<file path="src/rtl/uart_pkg.sv">
// rtl/uart_pkg.sv - shared UART widths, receiver state encoding and divider helper
package uart_pkg;

  localparam int DIV_W  = 16;
  localparam int DATA_W = 8;

  localparam logic [DIV_W-1:0] DIV_ONE = DIV_W'(1);

  localparam logic [2:0] ST_IDLE      = 3'd0;
  localparam logic [2:0] ST_START     = 3'd1;
  localparam logic [2:0] ST_DATA      = 3'd2;
  localparam logic [2:0] ST_PARITY    = 3'd3;
  localparam logic [2:0] ST_STOP1     = 3'd4;
  localparam logic [2:0] ST_STOP2     = 3'd5;
  localparam logic [2:0] ST_WAIT_IDLE = 3'd6;

  // A divider of zero behaves as one clock per bit.
  function automatic logic [DIV_W-1:0] eff_div(input logic [DIV_W-1:0] div);
    return (div == '0) ? DIV_ONE : div;
  endfunction

endpackage

</file>
<file path="src/rtl/uart_bit_timer.sv">
// rtl/uart_bit_timer.sv - bit-period down-counter shared by UART receiver and transmitter
module uart_bit_timer
  import uart_pkg::*;
(
  input  logic             clock_i,
  input  logic             reset_ni,
  input  logic             load,
  input  logic [DIV_W-1:0] value,
  output logic             expire
);

  logic [DIV_W-1:0] count_q;

  // Parks at zero when not reloaded, so an idle timer never wraps.
  always_ff @(posedge clock_i or negedge reset_ni) begin
    if (!reset_ni) begin
      count_q <= '0;
    end else if (load) begin
      count_q <= value;
    end else if (count_q != '0) begin
      count_q <= count_q - DIV_ONE;
    end
  end

  assign expire = (count_q == DIV_ONE);

endmodule

</file>
<file path="src/rtl/uart_rx.sv">
// rtl/uart_rx.sv - UART receiver: synchronizer, frame FSM, shift register and parity check
module uart_rx
  import uart_pkg::*;
(
  input  logic              clock_i,
  input  logic              reset_ni,
  input  logic              serial_i,
  input  logic              two_stop_bits_i,
  input  logic              parity_bit_i,
  input  logic              parity_even_i,
  input  logic [DIV_W-1:0]  clock_divider_i,
  output logic [DATA_W-1:0] data_o,
  output logic              valid_o,
  output logic              parity_error_o,
  output logic              framing_error_o,
  output logic              busy_o
);

  logic              sync1_q, sync2_q, prev_q;
  logic [2:0]        state_q;
  logic [DIV_W-1:0]  n_q;
  logic              two_stop_q, par_en_q, par_even_q;
  logic [DATA_W-1:0] shift_q;
  logic [2:0]        bit_cnt_q;
  logic              par_acc_q, par_err_q, frame_err_q;

  logic [DIV_W-1:0]  n_now, half_now;
  logic              fall, timer_load, timer_expire;
  logic [DIV_W-1:0]  timer_value;

  assign n_now    = eff_div(clock_divider_i);
  assign half_now = n_now >> 1;
  assign fall     = prev_q & ~sync2_q;

  always_ff @(posedge clock_i or negedge reset_ni) begin
    if (!reset_ni) begin
      {sync1_q, sync2_q, prev_q} <= 3'b111;
    end else begin
      {sync1_q, sync2_q, prev_q} <= {serial_i, sync1_q, sync2_q};
    end
  end

  // With N=1 the detecting sample already sits mid start bit, so the
  // timer is armed straight for the first data bit.
  always_comb begin
    timer_load  = 1'b0;
    timer_value = n_q;
    if (state_q == ST_IDLE) begin
      if (fall) begin
        timer_load  = 1'b1;
        timer_value = (half_now == '0) ? n_now : half_now;
      end
    end else if (state_q != ST_WAIT_IDLE) begin
      timer_load = timer_expire;
    end
  end

  uart_bit_timer u_timer (
    .clock_i  (clock_i),
    .reset_ni (reset_ni),
    .load     (timer_load),
    .value    (timer_value),
    .expire   (timer_expire)
  );

  always_ff @(posedge clock_i or negedge reset_ni) begin
    if (!reset_ni) begin
      state_q         <= ST_IDLE;
      n_q             <= '0;
      two_stop_q      <= 1'b0;
      par_en_q        <= 1'b0;
      par_even_q      <= 1'b0;
      shift_q         <= '0;
      bit_cnt_q       <= '0;
      par_acc_q       <= 1'b0;
      par_err_q       <= 1'b0;
      frame_err_q     <= 1'b0;
      data_o          <= '0;
      valid_o         <= 1'b0;
      parity_error_o  <= 1'b0;
      framing_error_o <= 1'b0;
      busy_o          <= 1'b0;
    end else begin
      valid_o         <= 1'b0;
      parity_error_o  <= 1'b0;
      framing_error_o <= 1'b0;
      case (state_q)
        ST_IDLE: begin
          if (fall) begin
            busy_o      <= 1'b1;
            n_q         <= n_now;
            two_stop_q  <= two_stop_bits_i;
            par_en_q    <= parity_bit_i;
            par_even_q  <= parity_even_i;
            bit_cnt_q   <= '0;
            par_acc_q   <= 1'b0;
            par_err_q   <= 1'b0;
            frame_err_q <= 1'b0;
            state_q     <= (half_now == '0) ? ST_DATA : ST_START;
          end
        end
        ST_START: begin
          if (timer_expire) begin
            if (sync2_q) begin
              busy_o  <= 1'b0;
              state_q <= ST_IDLE;
            end else begin
              state_q <= ST_DATA;
            end
          end
        end
        ST_DATA: begin
          if (timer_expire) begin
            shift_q   <= {sync2_q, shift_q[DATA_W-1:1]};
            par_acc_q <= par_acc_q ^ sync2_q;
            bit_cnt_q <= bit_cnt_q + 3'd1;
            if (bit_cnt_q == 3'd7) begin
              state_q <= par_en_q ? ST_PARITY : ST_STOP1;
            end
          end
        end
        ST_PARITY: begin
          if (timer_expire) begin
            par_err_q <= sync2_q ^ par_acc_q ^ ~par_even_q;
            state_q   <= ST_STOP1;
          end
        end
        ST_STOP1, ST_STOP2: begin
          if (timer_expire) begin
            if (state_q == ST_STOP1 && two_stop_q) begin
              frame_err_q <= ~sync2_q;
              state_q     <= ST_STOP2;
            end else begin
              data_o          <= shift_q;
              valid_o         <= 1'b1;
              parity_error_o  <= par_err_q;
              framing_error_o <= frame_err_q | ~sync2_q;
              busy_o          <= 1'b0;
              state_q         <= sync2_q ? ST_IDLE : ST_WAIT_IDLE;
            end
          end
        end
        ST_WAIT_IDLE: begin
          if (sync2_q) begin
            state_q <= ST_IDLE;
          end
        end
        default: state_q <= ST_IDLE;
      endcase
    end
  end

endmodule

</file>
<file path="config.mk">
export PLATFORM = sky130hd
export DESIGN_NAME = uart_rx
export DESIGN_NICKNAME = d
export VERILOG_FILES = /design/src/rtl/uart_pkg.sv /design/src/rtl/uart_bit_timer.sv /design/src/rtl/uart_rx.sv
export SDC_FILE = /design/constraint.sdc
export NUM_CORES = 1
export LEC_CHECK = 0
export ABC_AREA = 1
export CAP_MARGIN = 20
export CORE_MARGIN = 5
export CORE_UTILIZATION = 55
export CTS_BUF_LIST = sky130_fd_sc_hd__clkbuf_8
export CTS_CLUSTER_SIZE = 16
export DETAILED_ROUTE_END_ITERATION = 12
export GPL_TIMING_DRIVEN = 1
export PLACE_DENSITY = 0.86
export SYNTH_ARGS = -nofsm -noshare
export SYNTH_HDL_FRONTEND = slang
export SYNTH_HIERARCHICAL = 1
export SYNTH_SLANG_ARGS = --single-unit
</file>
<file path="constraint.sdc">
create_clock -name clock_i -period 3.74 [get_ports clock_i]
set_clock_uncertainty 0.05 [all_clocks]
set_input_delay 1.122 -clock clock_i [delete_from_list [all_inputs] [get_ports clock_i]]
set_output_delay 1.122 -clock clock_i [all_outputs]
set_load 0.1 [all_outputs]
</file>
==> key figures, run 1 <==
Placed design
  • Routability cong.: about 0.9
  • IO buf count: 33
  • HPWL after DPL: about 5.5 mm
  • Pre-CTS WS: 1130 ps

Power
  • Peak supply drop: 0.000271 V
  • Cell Pwr Density: around 320 nW/um2
  • Power Total: about 1400 uW
  • LEAKAGE: 0.00211 uW

Synth
  • Dominant cell by count in the synthesized netlist: nand2_1
  • Cell area after synthesis: between 3000 and 4000 um2
  • Top post-synthesis cells by area: dfrtp_1 42%, nand2_1 13%, o21ai_2 6.7%
  • Ys flop type: dfrtp_1
  • Yosys reg bits: 67
  • Async SR Flop Fraction: 100%
  • Post-synth top area cell: dfrtp_1
  • Syn Area/Cell: around 8.5 um2
  • Syn nets: 474
  • Unique masters post-synth: 35
  • Post-synth EDFFs: 0
  • Most common library cells after synthesis: 129 x nand2_1, 64 x dfrtp_1, 50 x inv_1
  • Synth Warn #: 6
  • Post-synthesis cell count: 448
  • Sequential fraction of the synthesis area: ~44%
  • Yosys top cell area share: 42.1%

Floorplanning
  • CORE AREA: 6760 um2
  • Ports: 34
  • Die ar.: ~8700 um2
  • Die W: approximately 93 um
  • Die Y: about 93 um
  • Rows: 30
  • Initial core utilization: 56.3%

Setup path
  • Slowest cell on crit path: dfrtp_1
  • CP Max Fanout: 19
  • Critical Path End Type: flip-flop
  • Most used cell, CP: inv_1
  • Arr. time, crit path: 2760 ps
  • Critical path type: flip-flop to flip-flop
  • Max incr delay on CP: around 420 ps
  • Crit-path cells: nor2_1, nand2_2, inv_1, nand3_1, nor3_1, buf_4, inv_1, o31ai_2, buf_4, inv_2, or2_2, nand2_1, inv_1, nand2_1, inv_1
  • Type of origin of the critical path: flip-flop
  • Critical Path RT: 3930 ps

GRT
  • Total Routing Usage GR: roughly 19%
  • Grt met2 use: roughly 31%
  • First-pass GRT wire length: around 13 mm
  • Most Crowded Layer GR: met2
  • Remaining global-route overflow: 0
  • GR Layer Usage met1: 24.8%
  • Pin count of the biggest net entering global routing: 53
  • Initial antenna violation count: 0
  • Vias in the first global route: 2940
  • GR Util met3: under 10%

Drt
  • Number of remaining DRC errors: 0
  • Vias per std cell: 5.19
  • Drt first pass iters: 4
  • Routed length per instance: around 13 um
  • Detailed-route wire length: 7.57 mm
  • Vias post-DR: just under 3000
  • Iteration-0 DRC count of the detailed router: approximately 220
  • Post-DRT Antenna Nets: 0

Finish
  • Nets@finish: between 500 and 600
  • Antenna Cells: 0
  • Layout cells sized above 1: 23.0%
  • Layout area overhead: 13.3%
  • Filler Cell Count: 587

CTS
  • Inserted Clock Buffers: 9
  • Reg clk slew, reported paths: approximately 70 ps
  • Worst-skew pair later-pin latency: 350 ps
  • H-Tree Depth: 3
  • CTS tree: done
  • Root Driver: clkbuf_8
  • CTS Hold Bufs: 0
  • CTS Buffer Depth: 2
  • Setup Buffers After CTS: 0
  • Clock sink total: 67
  • Post-CTS Resized: 0

Timing
  • Final period util: between 60% and 70%
  • Setup TNS: 0 ps
  • Slew margin rel.: between 60% and 70%
  • Post-route minimum period: approximately 2600 ps
  • Final setup fails: 0
  • FMAX: about 390 MHz
  • Hold slack: 308 ps
  • Final slew viol count: 0
  • Fin. Hold Viols: 0
  • Final worst slack: 1180 ps
  • Least-Margin Pin Slew: approximately 540 ps
  • RSZ-0062 raised after global routing: no

Run
  • Max-cap viol count: 0

Outcome
  • Status: finished, final reports clean

Hold path
  • Worst Hold Class: flip-flop to flip-flop
flip-flops by register name, indices dropped and copies added, names as in the netlist, 3 cells and up:
register and count:
bit_cnt_q 3, n_q 16, state_q 3, data_o 8
u_timer/count_q 16, shift_q 8
path summary, 6_finish.rpt:
path,from,endpoint,slack (ps),depth (start not counted)
max,u_timer/count_q[4],u_timer/count_q[14],1180,15
min,sync1_q,sync2_q,310,0
max reg2reg,u_timer/count_q[4],u_timer/count_q[14],1180,15
min reg2reg,sync1_q,sync2_q,310,0
max in group asynchronous,reset_ni,sync2_q,2290,2
min in group asynchronous,reset_ni,u_timer/count_q[11],670,1
cells by family (layout without fill, tap and decap cells):
logic type	count (synthesis)	in the layout	synth area share, %
adders and majority gates	4	4	1.31
and+or+nand+nor	239	239	31.9
buffers and inverters	66	106	8.84
DFF	67	67	44.1
AOI/OAI and AO/OA	65	65	12.2
xor gates and xnor gates	7	7	1.61
critical path: cells and delay by family (launching register included):
| family | cells | cell delay (ps) |
|---|---|---|
| AOI/OAI and AO/OA | 1 | 230 |
| buffers and inverters | 7 | 830 |
| DFF | 1 | 420 |
| and+or+nand+nor | 7 | 930 |
metal layers:
layer / wire length, um / part of all wire, %
met4: 127 / 1.7
met5: 0 / 0
met1: 3410 / 45
met2: 3640 / 48
met3: 401 / 5.3
through the flow:
stage / cell area (um2) / utilization (%) / cells
final: 4310 / 63.8 / 568
after floorplan: 3810 / - / 448
after global routing: 4310 / 63.8 / 568
after CTS: 4310 / 63.8 / 568
after global placement: 4110 / 60.9 / 552
after detailed placement: 4110 / 60.9 / 552
cell type report:
class | instances | area [um2] | area share, %
Clock inverter | 7 | 75.1 | 1.74
Timing Repair Buffer | 36 | 330 | 7.66
Sequential cell | 67 | 1680 | 39.0
Multi-Input combinational cell | 315 | 1790 | 41.6
Tap cell | 80 | 100 | 2.32
Inverter | 54 | 208 | 4.82
Clock buffer | 9 | 124 | 2.87
cell usage in the layout, fill, tap and decap left out:
cell type and n:
a21oi_4 1, or2_2 1, inv_1 50, nand3b_1 2, nand3_4 1, nor2_8 3, a21oi_1 1, nand2_1 129
inv_6 3, o31ai_2 1, dfrtp_1 64, nand3_1 27, clkinv_2 2, buf_12 1, o21ai_2 29, xor2_1 4
o21ai_4 1, nor2_2 4, clkdlybuf4s50_1 20, nand2_4 13, o21ai_0 9, o21ai_1 21, xnor2_1 3, ha_1 4
inv_2 3, o21bai_1 2, bufinv_16 1, nand4_1 3, nor2_1 36, buf_4 14, dfstp_2 3, clkbuf_8 9
nand3_2 3, nor2_4 7, buf_2 1, nand2_2 9, nor3_1 1, clkinv_4 2
power by group:
part           total, uW  switching, uW  internal (uW)
sequential           728          0.851            727
combinational       56.4           32.0           24.4
clock                605            293            312
No activity file was read; power rests on OpenSTA's default activity.
==> run 2, diff against run 1 <==
==> constraint.sdc (replaced) <==
create_clock -name clock_i -period 2.67 [get_ports clock_i]
set_clock_uncertainty 0.05 [all_clocks]
set_input_delay 0.801 -clock clock_i [delete_from_list [all_inputs] [get_ports clock_i]]
set_output_delay 0.801 -clock clock_i [all_outputs]
set_load 0.1 [all_outputs]
==> key figures, run 2 (synthesized netlist as in run 1, its figures left out) <==
CTS
  • Post-CTS Resized: 0
  • CTS Buffer Depth: 2
  • Clock sink total: 67
  • Root Driver: clkbuf_8
  • Setup Buffers After CTS: 0
  • Worst-skew pair later-pin latency: about 360 ps
  • H-Tree Depth: 3
  • CTS tree: done
  • Reg clk slew, reported paths: 80 ps
  • CTS Hold Bufs: 0
  • Inserted Clock Buffers: 9

Outcome
  • Status: finished, final reports clean

Timing
  • Post-route minimum period: between 2000 and 2500 ps
  • Least-Margin Pin Slew: approximately 650 ps
  • FMAX: 415 MHz
  • Setup TNS: 0 ps
  • RSZ-0062 raised after global routing: no
  • Final slew viol count: 0
  • Slew margin rel.: around 57%
  • Final setup fails: 0
  • Fin. Hold Viols: 0
  • Final period util: 90.2%

Finish
  • Antenna Cells: 0
  • Layout area overhead: 14.2%
  • Most common cell after layout, fill and taps aside: nand2_1
  • Biggest regs: n_q x16, u_timer/count_q x16
  • Nets@finish: slightly above 500
  • Commonest cells after routing, fill and taps aside: 129 x nand2_1, 64 x dfrtp_1, 50 x inv_1
  • Finished Layout Cells: 569
  • Layout cells sized above 1: 23.1%

Placed design
  • Routability cong.: just over 0.9
  • HPWL after DPL: about 5.7 mm
  • Cell total after placement: between 500 and 600
  • IO buf count: 33

Setup path
  • CP Max Fanout: 18
  • Critical path type: flip-flop to flip-flop
  • Arr. time, crit path: between 2000 and 3000 ps
  • Type of origin of the critical path: flip-flop
  • Critical Path RT: just under 3000 ps
  • Critical Path End Type: flip-flop
  • Worst reg2reg path depth: 12

Power
  • Int Power: 1580 uW
  • Cell Pwr Density: between 400 and 500 nW/um2
  • Clk pwr share: approximately 47%
  • Net Sw Frac: about 23%
  • Peak supply drop: about 0.00026 V
  • Sw power: between 400 and 500 uW
  • Comb pwr share: between 3 and 4%
  • LEAKAGE: roughly 0.0021 uW
  • Sequential share of power: approximately half

Floorplanning
  • CORE AREA: between 6000 and 7000 um2
  • Rows: 30
  • Die W: 93.2 um
  • Ports: 34
  • Die Y: around 93 um
  • Initial core utilization: 56.3%
  • Die ar.: between 8000 and 9000 um2

GRT
  • Initial antenna violation count: 0
  • Remaining global-route overflow: 0
  • First-pass GRT wire length: about 14 mm
  • Pin count of the biggest net entering global routing: 39
  • Total Routing Usage GR: approximately 20%
  • Vias in the first global route: slightly below 3000

Drt
  • Detailed-route wire length: 7.83 mm
  • Iteration-0 DRC count of the detailed router: approximately 280
  • Number of remaining DRC errors: 0
  • Vias per std cell: around 5.4
  • Vias post-DR: 3063
  • Routed length per instance: about 14 um
  • Drt first pass iters: 5
  • Post-DRT Antenna Nets: 0

Run
  • Max-cap viol count: 0

Hold path
  • Worst Hold Class: flip-flop to flip-flop
  • Hold path depth: 0
## run 2: cell types whose count changed in the layout (fill, tap and decap cells not counted)
| cell | before | now |
|---|---|---|
| clkinv_2 | 2 | 0 |
| buf_4 | 14 | 15 |
| bufinv_16 | 1 | 2 |
| clkinvlp_4 | 0 | 2 |
| inv_6 | 3 | 2 |
## run 2: power by group through the flow
stage,Combinational (uW),Sequential [uW],Clock (uW)
after global routing,87.0,1020,1020
after floorplan,18.0,1040,0
final,78.5,1020,965
after detailed placement,79.6,1040,0
after CTS,79.6,1020,979
after global placement,79.0,1040,0
## run 2: area by class of cell
class                      count  area (um2)
clock buffer                   9         124
clock inverter                 7         101
fill                         560        2410
inverter                      54         208
multi-input combinational    315        1790
sequential                    67        1680
tap                           80         100
timing repair buffer          37         338
## run 2: worst max-delay path: stages, from the launching register on
cell and delay [ps]:
dfrtp_1 410, nor2_1 200, nand2_2 150, inv_1 110, nand3_1 70, nor3_1 220, inv_1 120, o31ai_2 310
buf_4 290, nand2_1 90, o21ai_0 130, nand2_1 80, o21ai_1 90
## run 2: worst paths after layout
check | startpoint | end | slack, ps
min reg2reg | sync1_q | sync2_q | 310
min in group asynchronous | reset_ni | valid_o | 410
min | sync1_q | sync2_q | 310
max | u_timer/count_q[4] | u_timer/count_q[1] | 260
max in group asynchronous | reset_ni | state_q[2] | 1510
max reg2reg | u_timer/count_q[4] | u_timer/count_q[1] | 260
## run 2: metrics by stage
stage	hold slack, ps	total power (uW)	area (um2)	util (%)	setup slack [ps]
global route	316	2130	4350	64.3	76.6
detailed placement	301	1120	4120	61.0	383
CTS	314	2080	4350	64.3	333
finish	313	2060	4350	64.3	260
floorplan	295	1060	3810	-	50.3
global placement	297	1120	4120	61.0	381
## run 2: per-layer routing
layer  wire, um  GRT usage [%]  part of all wire (%)  vias to the layer above
met5          0              0                     0                        -
met4        195           8.79                   2.5                        0
met3        393           4.34                   5.0                       23
met2       3790           31.4                    48                      100
met1       3450           26.6                    44                     1448
li1           -              -                     -                     1492
